**src/rtl/mag_comparator_seq.sv**
```systemverilog
// Iterative MSB-first magnitude comparator, NIB bits per cycle, signed or unsigned.
// Latency 1..WIDTH/NIB cycles (early exit on first differing nibble); start_i ignored while busy_o.
module mag_comparator_seq #(
  parameter int WIDTH = 32,
  parameter int NIB   = 4
) (
  input  logic             clk_i,
  input  logic             rst_i,
  input  logic             start_i,
  input  logic             signed_i,
  input  logic [WIDTH-1:0] a_i,
  input  logic [WIDTH-1:0] b_i,
  output logic             busy_o,
  output logic             done_o,
  output logic             a_equal_b_o,
  output logic             a_more_b_o,
  output logic             a_less_b_o
);

  localparam int NNIB = WIDTH / NIB;
  localparam int CW   = (NNIB > 1) ? $clog2(NNIB) : 1;
  localparam logic [CW-1:0]    CNT_LAST = CW'(NNIB - 1);
  localparam logic [WIDTH-1:0] MSB_MASK = {1'b1, {(WIDTH-1){1'b0}}};

  typedef enum logic [1:0] {
    IDLE,
    RUN,
    DONE
  } state_t;

  state_t           state_q, state_d;
  logic [WIDTH-1:0] a_sh_q, a_sh_d;
  logic [WIDTH-1:0] b_sh_q, b_sh_d;
  logic             eq_q, eq_d;
  logic             more_q, more_d;
  logic             less_q, less_d;
  logic [CW-1:0]    cnt_q, cnt_d;
  logic             res_eq_q, res_eq_d;
  logic             res_more_q, res_more_d;
  logic             res_less_q, res_less_d;

  logic nib_eq, nib_more, nib_less;

  // Cascade of NIB comparator slices over the top nibble, seeded from the registered state.
  always_comb begin
    nib_eq   = eq_q;
    nib_more = more_q;
    nib_less = less_q;
    for (int i = 0; i < NIB; i++) begin
      nib_more = nib_more | (a_sh_q[WIDTH-1-i] & ~b_sh_q[WIDTH-1-i] & nib_eq);
      nib_less = nib_less | (~a_sh_q[WIDTH-1-i] & b_sh_q[WIDTH-1-i] & nib_eq);
      nib_eq   = nib_eq & ~(a_sh_q[WIDTH-1-i] ^ b_sh_q[WIDTH-1-i]);
    end
  end

  always_comb begin
    state_d    = state_q;
    a_sh_d     = a_sh_q;
    b_sh_d     = b_sh_q;
    eq_d       = eq_q;
    more_d     = more_q;
    less_d     = less_q;
    cnt_d      = cnt_q;
    res_eq_d   = res_eq_q;
    res_more_d = res_more_q;
    res_less_d = res_less_q;

    case (state_q)
      IDLE, DONE: begin
        if (start_i) begin
          state_d = RUN;
          // Flipping both sign bits maps two's complement onto offset binary.
          a_sh_d  = signed_i ? (a_i ^ MSB_MASK) : a_i;
          b_sh_d  = signed_i ? (b_i ^ MSB_MASK) : b_i;
          eq_d    = 1'b1;
          more_d  = 1'b0;
          less_d  = 1'b0;
          cnt_d   = CNT_LAST;
        end else begin
          state_d = IDLE;
        end
      end
      RUN: begin
        eq_d   = nib_eq;
        more_d = nib_more;
        less_d = nib_less;
        a_sh_d = a_sh_q << NIB;
        b_sh_d = b_sh_q << NIB;
        cnt_d  = cnt_q - 1'b1;
        if (!nib_eq || (cnt_q == '0)) begin
          state_d    = DONE;
          res_eq_d   = nib_eq;
          res_more_d = nib_more;
          res_less_d = nib_less;
        end
      end
      default: state_d = IDLE;
    endcase
  end

  always_ff @(posedge clk_i) begin
    if (rst_i) begin
      state_q    <= IDLE;
      a_sh_q     <= '0;
      b_sh_q     <= '0;
      eq_q       <= 1'b1;
      more_q     <= 1'b0;
      less_q     <= 1'b0;
      cnt_q      <= '0;
      res_eq_q   <= 1'b0;
      res_more_q <= 1'b0;
      res_less_q <= 1'b0;
    end else begin
      state_q    <= state_d;
      a_sh_q     <= a_sh_d;
      b_sh_q     <= b_sh_d;
      eq_q       <= eq_d;
      more_q     <= more_d;
      less_q     <= less_d;
      cnt_q      <= cnt_d;
      res_eq_q   <= res_eq_d;
      res_more_q <= res_more_d;
      res_less_q <= res_less_d;
    end
  end

  assign busy_o      = (state_q == RUN);
  assign done_o      = (state_q == DONE);
  assign a_equal_b_o = res_eq_q;
  assign a_more_b_o  = res_more_q;
  assign a_less_b_o  = res_less_q;

endmodule

```
**config.mk**
```make
export PLATFORM = sky130hd
export DESIGN_NAME = mag_comparator_seq
export DESIGN_NICKNAME = d
export VERILOG_FILES = /design/src/rtl/mag_comparator_seq.sv
export SDC_FILE = /design/constraint.sdc
export NUM_CORES = 1
export LEC_CHECK = 0
export ABC_AREA = 1
export CAP_MARGIN = 25
export CORE_MARGIN = 1.5
export CORE_UTILIZATION = 51
export CTS_BUF_LIST = sky130_fd_sc_hd__clkbuf_16
export DETAILED_ROUTE_END_ITERATION = 10
export PLACE_DENSITY = 0.79
export SYNTH_ARGS = -nofsm -noshare
export SYNTH_HDL_FRONTEND = slang
export SYNTH_SLANG_ARGS = --single-unit
```
**constraint.sdc**
```tcl
create_clock -name clk_i -period 1.5 [get_ports clk_i]
set_input_delay 0.375 -clock clk_i [delete_from_list [all_inputs] [get_ports clk_i]]
set_output_delay 0.375 -clock clk_i [all_outputs]
set_load 0.03 [all_outputs]
```
### Word level (Yosys, flattened, before mapping)

Index checks and enable logic that the tools add are counted.

| storage, ports and cells | value |
|---|---|
| bits in writable memories | 0 |
| ROM bits | 0 |
| output and inout bits | 5 |
| bits in latches | 0 |
| logic and storage cells | 85 |
| register bits | 75 |
| input bits | 68 |
| memories kept | 0 |

| cells by class | value |
|---|---|
| $lt $le $gt $ge | 0 |
| reduce and logical (&&, ||, !) cells | 8 |
| $mul | 0 |
| mux-type cells | 16 |
| div/mod/pow operators | 0 |
| bitwise gates (word level) | 46 |
| eq/ne operators | 4 |
| shift operators | 0 |
| add/subtract/negate cells | 1 |

Operators by type and width:

| operator | number |
|---|---|
| 32-bit two-way mux | 4 |
| 32-bit case mux with 2 select lines | 2 |
| 1-bit bitwise AND | 20 |
| 1-bit inverter | 14 |
| 1-bit bitwise OR | 8 |
| 1-bit case mux with 2 select lines | 3 |
| 3-bit case mux with 2 select lines | 1 |
| 2-bit case mux with 2 select lines | 1 |
| 2-bit AND reduction | 2 |
| 1-bit bitwise XOR | 4 |
| 3-bit logical NOT | 1 |
| 1-bit two-way mux | 3 |
| 3-bit two-way mux | 1 |
| 3-bit by 1-bit subtractor with 3-bit output (second input constant) | 1 |
| 2-bit by 1-bit == test with 1-bit output (second input constant) | 1 |
| 2-bit == test (second input constant) | 1 |
| 2-bit logical NOT | 1 |
| 2-bit two-way mux | 1 |
| 2-bit by 1-bit inequality test with 1-bit output (second input constant) | 1 |
| 2-bit inequality test (second input constant) | 1 |
| 2-bit nonzero test | 1 |
| 2-bit OR reduction | 1 |
| 1-bit logical NOT | 1 |
| 1-bit logical OR | 1 |

### Depth between registers and ports, before layout

| logic depth | value |
|---|---|
| depth after elaboration | 10 |
| gate-level depth with buffers | 9 |
| depth with buffers taken out | 9 |

### Worst setup path before layout

No wires, ideal clock.

| timing path | value |
|---|---|
| path kind | register to register |
| start | register a_sh_q[31] |
| end | register res_less_q (netlist: a_less_b_o) |
| data required time | 1.387 ns |
| arrival | 1.225 ns |
| buffers on the path | 0 |
| stages on the path, launching flop included | 10 |
| library setup time | 0.113 ns |
| slack | 0.162 ns |
| period minus slack after synthesis | 1.338 ns |
| path through | dfxtp_1 > inv_1 > ha_1 > nand2_1 > nor2_4 > nand4_1 > nand2_1 > nand2_1 > nand2_1 > nor2_1 |

| between the ends | value |
|---|---|
| longest elaborated chain between the ends | 9 |
| elaborated cells between the ends (all ways) | 19 |

RTL lines:

| element | line | text |
|---|---|---|
| from (decl) | 32 | `logic [WIDTH-1:0] a_sh_q, a_sh_d;` |
| from (signal assigned) | 115 | `a_sh_q <= a_sh_d;` |
| 1-bit bitwise XOR | 52 | `nib_eq = nib_eq & ~(a_sh_q[WIDTH-1-i] ^ b_sh_q[WIDTH-1-i]);` |
| 1-bit inverter | 52 |  |
| 1-bit bitwise AND (4 in a row) | 52 |  |
| 1-bit logical NOT | 90 | `if (!nib_eq \|\| (cnt_q == '0)) begin` |
| 1-bit logical OR | 90 |  |
| 2-bit AND reduction (no line) | -- |  |
| to (signal assigned) | 123 | `res_less_q <= res_less_d;` |
| to (decl) | 40 | `logic res_less_q, res_less_d;` |

Several ways; a longest one is shown, not always the timed one.
A chain may end at the register's enable or synchronous reset.

### Final worst setup path

| timing path | value |
|---|---|
| start | register state_q[0] |
| end | output busy_o |

| between the ends | value |
|---|---|
| longest elaborated chain between the ends | 1 |

RTL lines:

| element | line | text |
|---|---|---|
| from (decl) | 31 | `state_t state_q, state_d;` |
| from (signal assigned) | 114 | `state_q <= state_d;` |
| 2-bit by 1-bit == test with 1-bit output | 127 | `assign busy_o = (state_q == RUN);` |
| to (decl) | 13 | `output logic busy_o,` |

Every way passes these cells.

==> metrics.md <==
| Metric | Value |
|---|---|
| DP Area | 4450 sq um |
| Placed insts | 597 |
| CTS Buf Count | 9 |
| Sequential fraction of the synthesis area | 41.5% |
| CTS root buf | clkbuf_16 |
| Mapped Nets | 517 |
| Die width | 87.3 microns |
| Chip Height | 87.3 microns |
| Crit path required time | 1120 ps |
| Num rows | 30 |
| Fin crit period | 1430 ps |
| Final hold viol count | 0 |
| MaxCap Viol Count | 0 |
| H-tree depth | 3 |
| Fin Setup TNS | 0 ps |
| Cell count after synthesis | 439 |
| Fmax | 0.700 GHz |
| CP Data Arrival Time | 1050 ps |
| Pin count of the biggest net entering global routing | 45 |
| Wire per inst | 12.5 microns |
| Utilization after layout | 70.7% |
| Worst-skew pair later-pin latency | 330 ps |
| Flops & latches, synth | 75 |
| Pleak | 1.78 nW |
| Clock transition at path regs | 50 ps |
| Post-synth ARST share | 0% |
| Core area | 6830 sq um |
| Worst path slowest cell | dfxtp_1 |
| Final HPWL DP | 5480 microns |
| Die ar. | 7620 sq um |
| Grt ovf | 0 |
| Worst Slack Setup Final | 70.5 ps |
| # diodes | 0 |
| Worst path max stage delay | 400 ps |
| CP Max Fanout | 5 |
| Setup violations, final | 0 |
| # port buffers | 72 |
| Post-synthesis area per instance | 8.25 sq um |
| Final std cells w/o fill | 615 |
| Worst setup SP type | flip-flop |
| Worst-Margin Slew | 298 ps |
| YS warnings | 0 |
| GRT Overall Usage | 22.0% |
| Finished Cell Area | 4830 sq um |
| Pwr Density | 1210 nW/um^2 |
| Number of clock sinks | 75 |
| Layout net count | 592 |
| Routed vias/inst | 4.94 |
| GP Congestion | 0.877 |
| Synth top area share | 41.5% |
| Area leader, netlist | dfxtp_1 |
| Synthesis-to-finish area growth | 33.4% |
| IO Count | 73 |
| Hold WS | 317 ps |
| Hold Path Class | in2reg |
| Clock Tree Buf Depth | 2 |
| First-pass GRT wire length | 13000 microns |
| Tcrit/Tclk final | 95.3% |
| Post-synth EDFFs | 0 |
| Post-synthesis cell type count | 24 |
| Synth Cell Area | 3620 sq um |
| Routed WL | 7680 microns |
| Initial drt markers | 116 |
| DRT Pass-1 Iters | 5 |
| Vias | 3039 |
| Clock skew after layout | 6.27 ps |
| Synth Flop Type | dfxtp_1 |
| Status | completed |
| Slew margin rel. | 80.2% |
| Unrepaired setup endpoints after global routing | no |
| Worst path cell trace | nand2_4 > inv_4 > buf_4 |
| Antenna viol nets, final | 0 |
| Vias in the first global route | 2994 |
| CTS tree | built |
| Worst vdd ir | 0.000728 V |
| Max Transition Viols Final | 0 |
| Share of cells above drive strength 1 | 24.9% |
| Power Total | 5.84 mW |
| Count leader, synth | nand2_1 |
| Initial antenna violation count | 0 |
| Pre-CTS setup slack | -164 ps |
| Synth top area cells | dfxtp_1 (41%), nand2_1 (17%), a31oi_2 (14%) |
| Critical Path End Type | output port |
| # DRC | 0 |
| Most frequent cells after synthesis | nand2_1 (161), dfxtp_1 (75), nand2_2 (41), a31oi_2 (40), inv_1 (23) |
| Crit path kind | reg2out |
| Initial core utilization | 53.0% |
-- power by group --
group / internal, mW / switching [mW] / total (mW)
logic: 0.555 / 0.628 / 1.18
registers: 2.17 / 0.111 / 2.28
clock network: 1.60 / 0.772 / 2.37
total: 4.33 / 1.51 / 5.84
-- repair_timing --
action | 4_1_cts | 5_1_grt
gates resized for setup | 7 | 7
setup endpoints to repair | 6 | 18
hold endpoints to repair | 0 | 0
hold buffers | 0 | 0
pin swaps | 5 | 3
setup buffers | 2 | 0
-- kinds of logic (layout without fill, tap and decap cells) --
kind of cell	after synthesis	in the layout	share of synthesized area (%)
xor gates and xnor gates	2	2	0.484
adders and majority gates	10	10	3.45
buffers and inverters	53	133	8.36
AOI/OAI and AO/OA	75	75	19.4
DFF	75	75	41.5
and+or+nand+nor	224	224	26.9
-- area by class of cell --
cell class	instances	area, sq um
sequential	75	1500
timing repair buffer	90	923
fill	548	2000
tap	96	120
clock buffer	9	225
inverter	27	106
clock inverter	7	106
multi-input combinational	311	1850
-- cells in the final DEF, fill, tap and decap left out, types with 2 or more instances in the layout --
master           instances
nand2_1                159
dfxtp_1                 73
clkdlybuf4s50_1         66
nand2_2                 41
a31oi_2                 40
inv_1                   21
a31oi_1                 15
nor2_1                  14
buf_4                   14
a21oi_1                 13
ha_1                     9
clkbuf_16                9
buf_12                   6
nand2_4                  4
inv_2                    4
o21ai_0                  4
nand3_1                  4
clkinv_1                 3
bufinv_16                3
dlygate4sd2_1            3
inv_4                    2
o211ai_1                 2
dfxtp_2                  2
-- registers in the layout, summed over array words and instances (netlist names) --
signal	flops
more_q	1
cnt_q	3
eq_q	1
less_q	1
a_sh_q	32
a_less_b_o	1
a_more_b_o	1
b_sh_q	32
a_equal_b_o	1
state_q	2
-- path summary, 6_finish.rpt --
kind,startpoint,end,slack (ps),cells after the start
worst max-delay path,state_q[0],busy_o,70,3
worst min-delay path,rst_i,a_sh_q[24],320,2
worst max register to register,a_sh_q[31],a_less_b_o,90,9
worst min register to register,a_sh_q[2],a_sh_q[2],460,2
-- worst max-delay path, delay by kind of cell, from the launching register on --
kind | cells | cell delay [ps]
and+or+nand+nor | 1 | 110
buffers and inverters | 2 | 220
DFF | 1 | 400
-- metal layers --
layer	up-vias	track usage, %	routed length [microns]
li1	1573	-	-
met1	1390	26.1	3460
met2	65	37.2	3780
met3	11	6.64	304
met4	0	8.23	135
met5	-	0	0
Power figures use the tool's default switching activity.
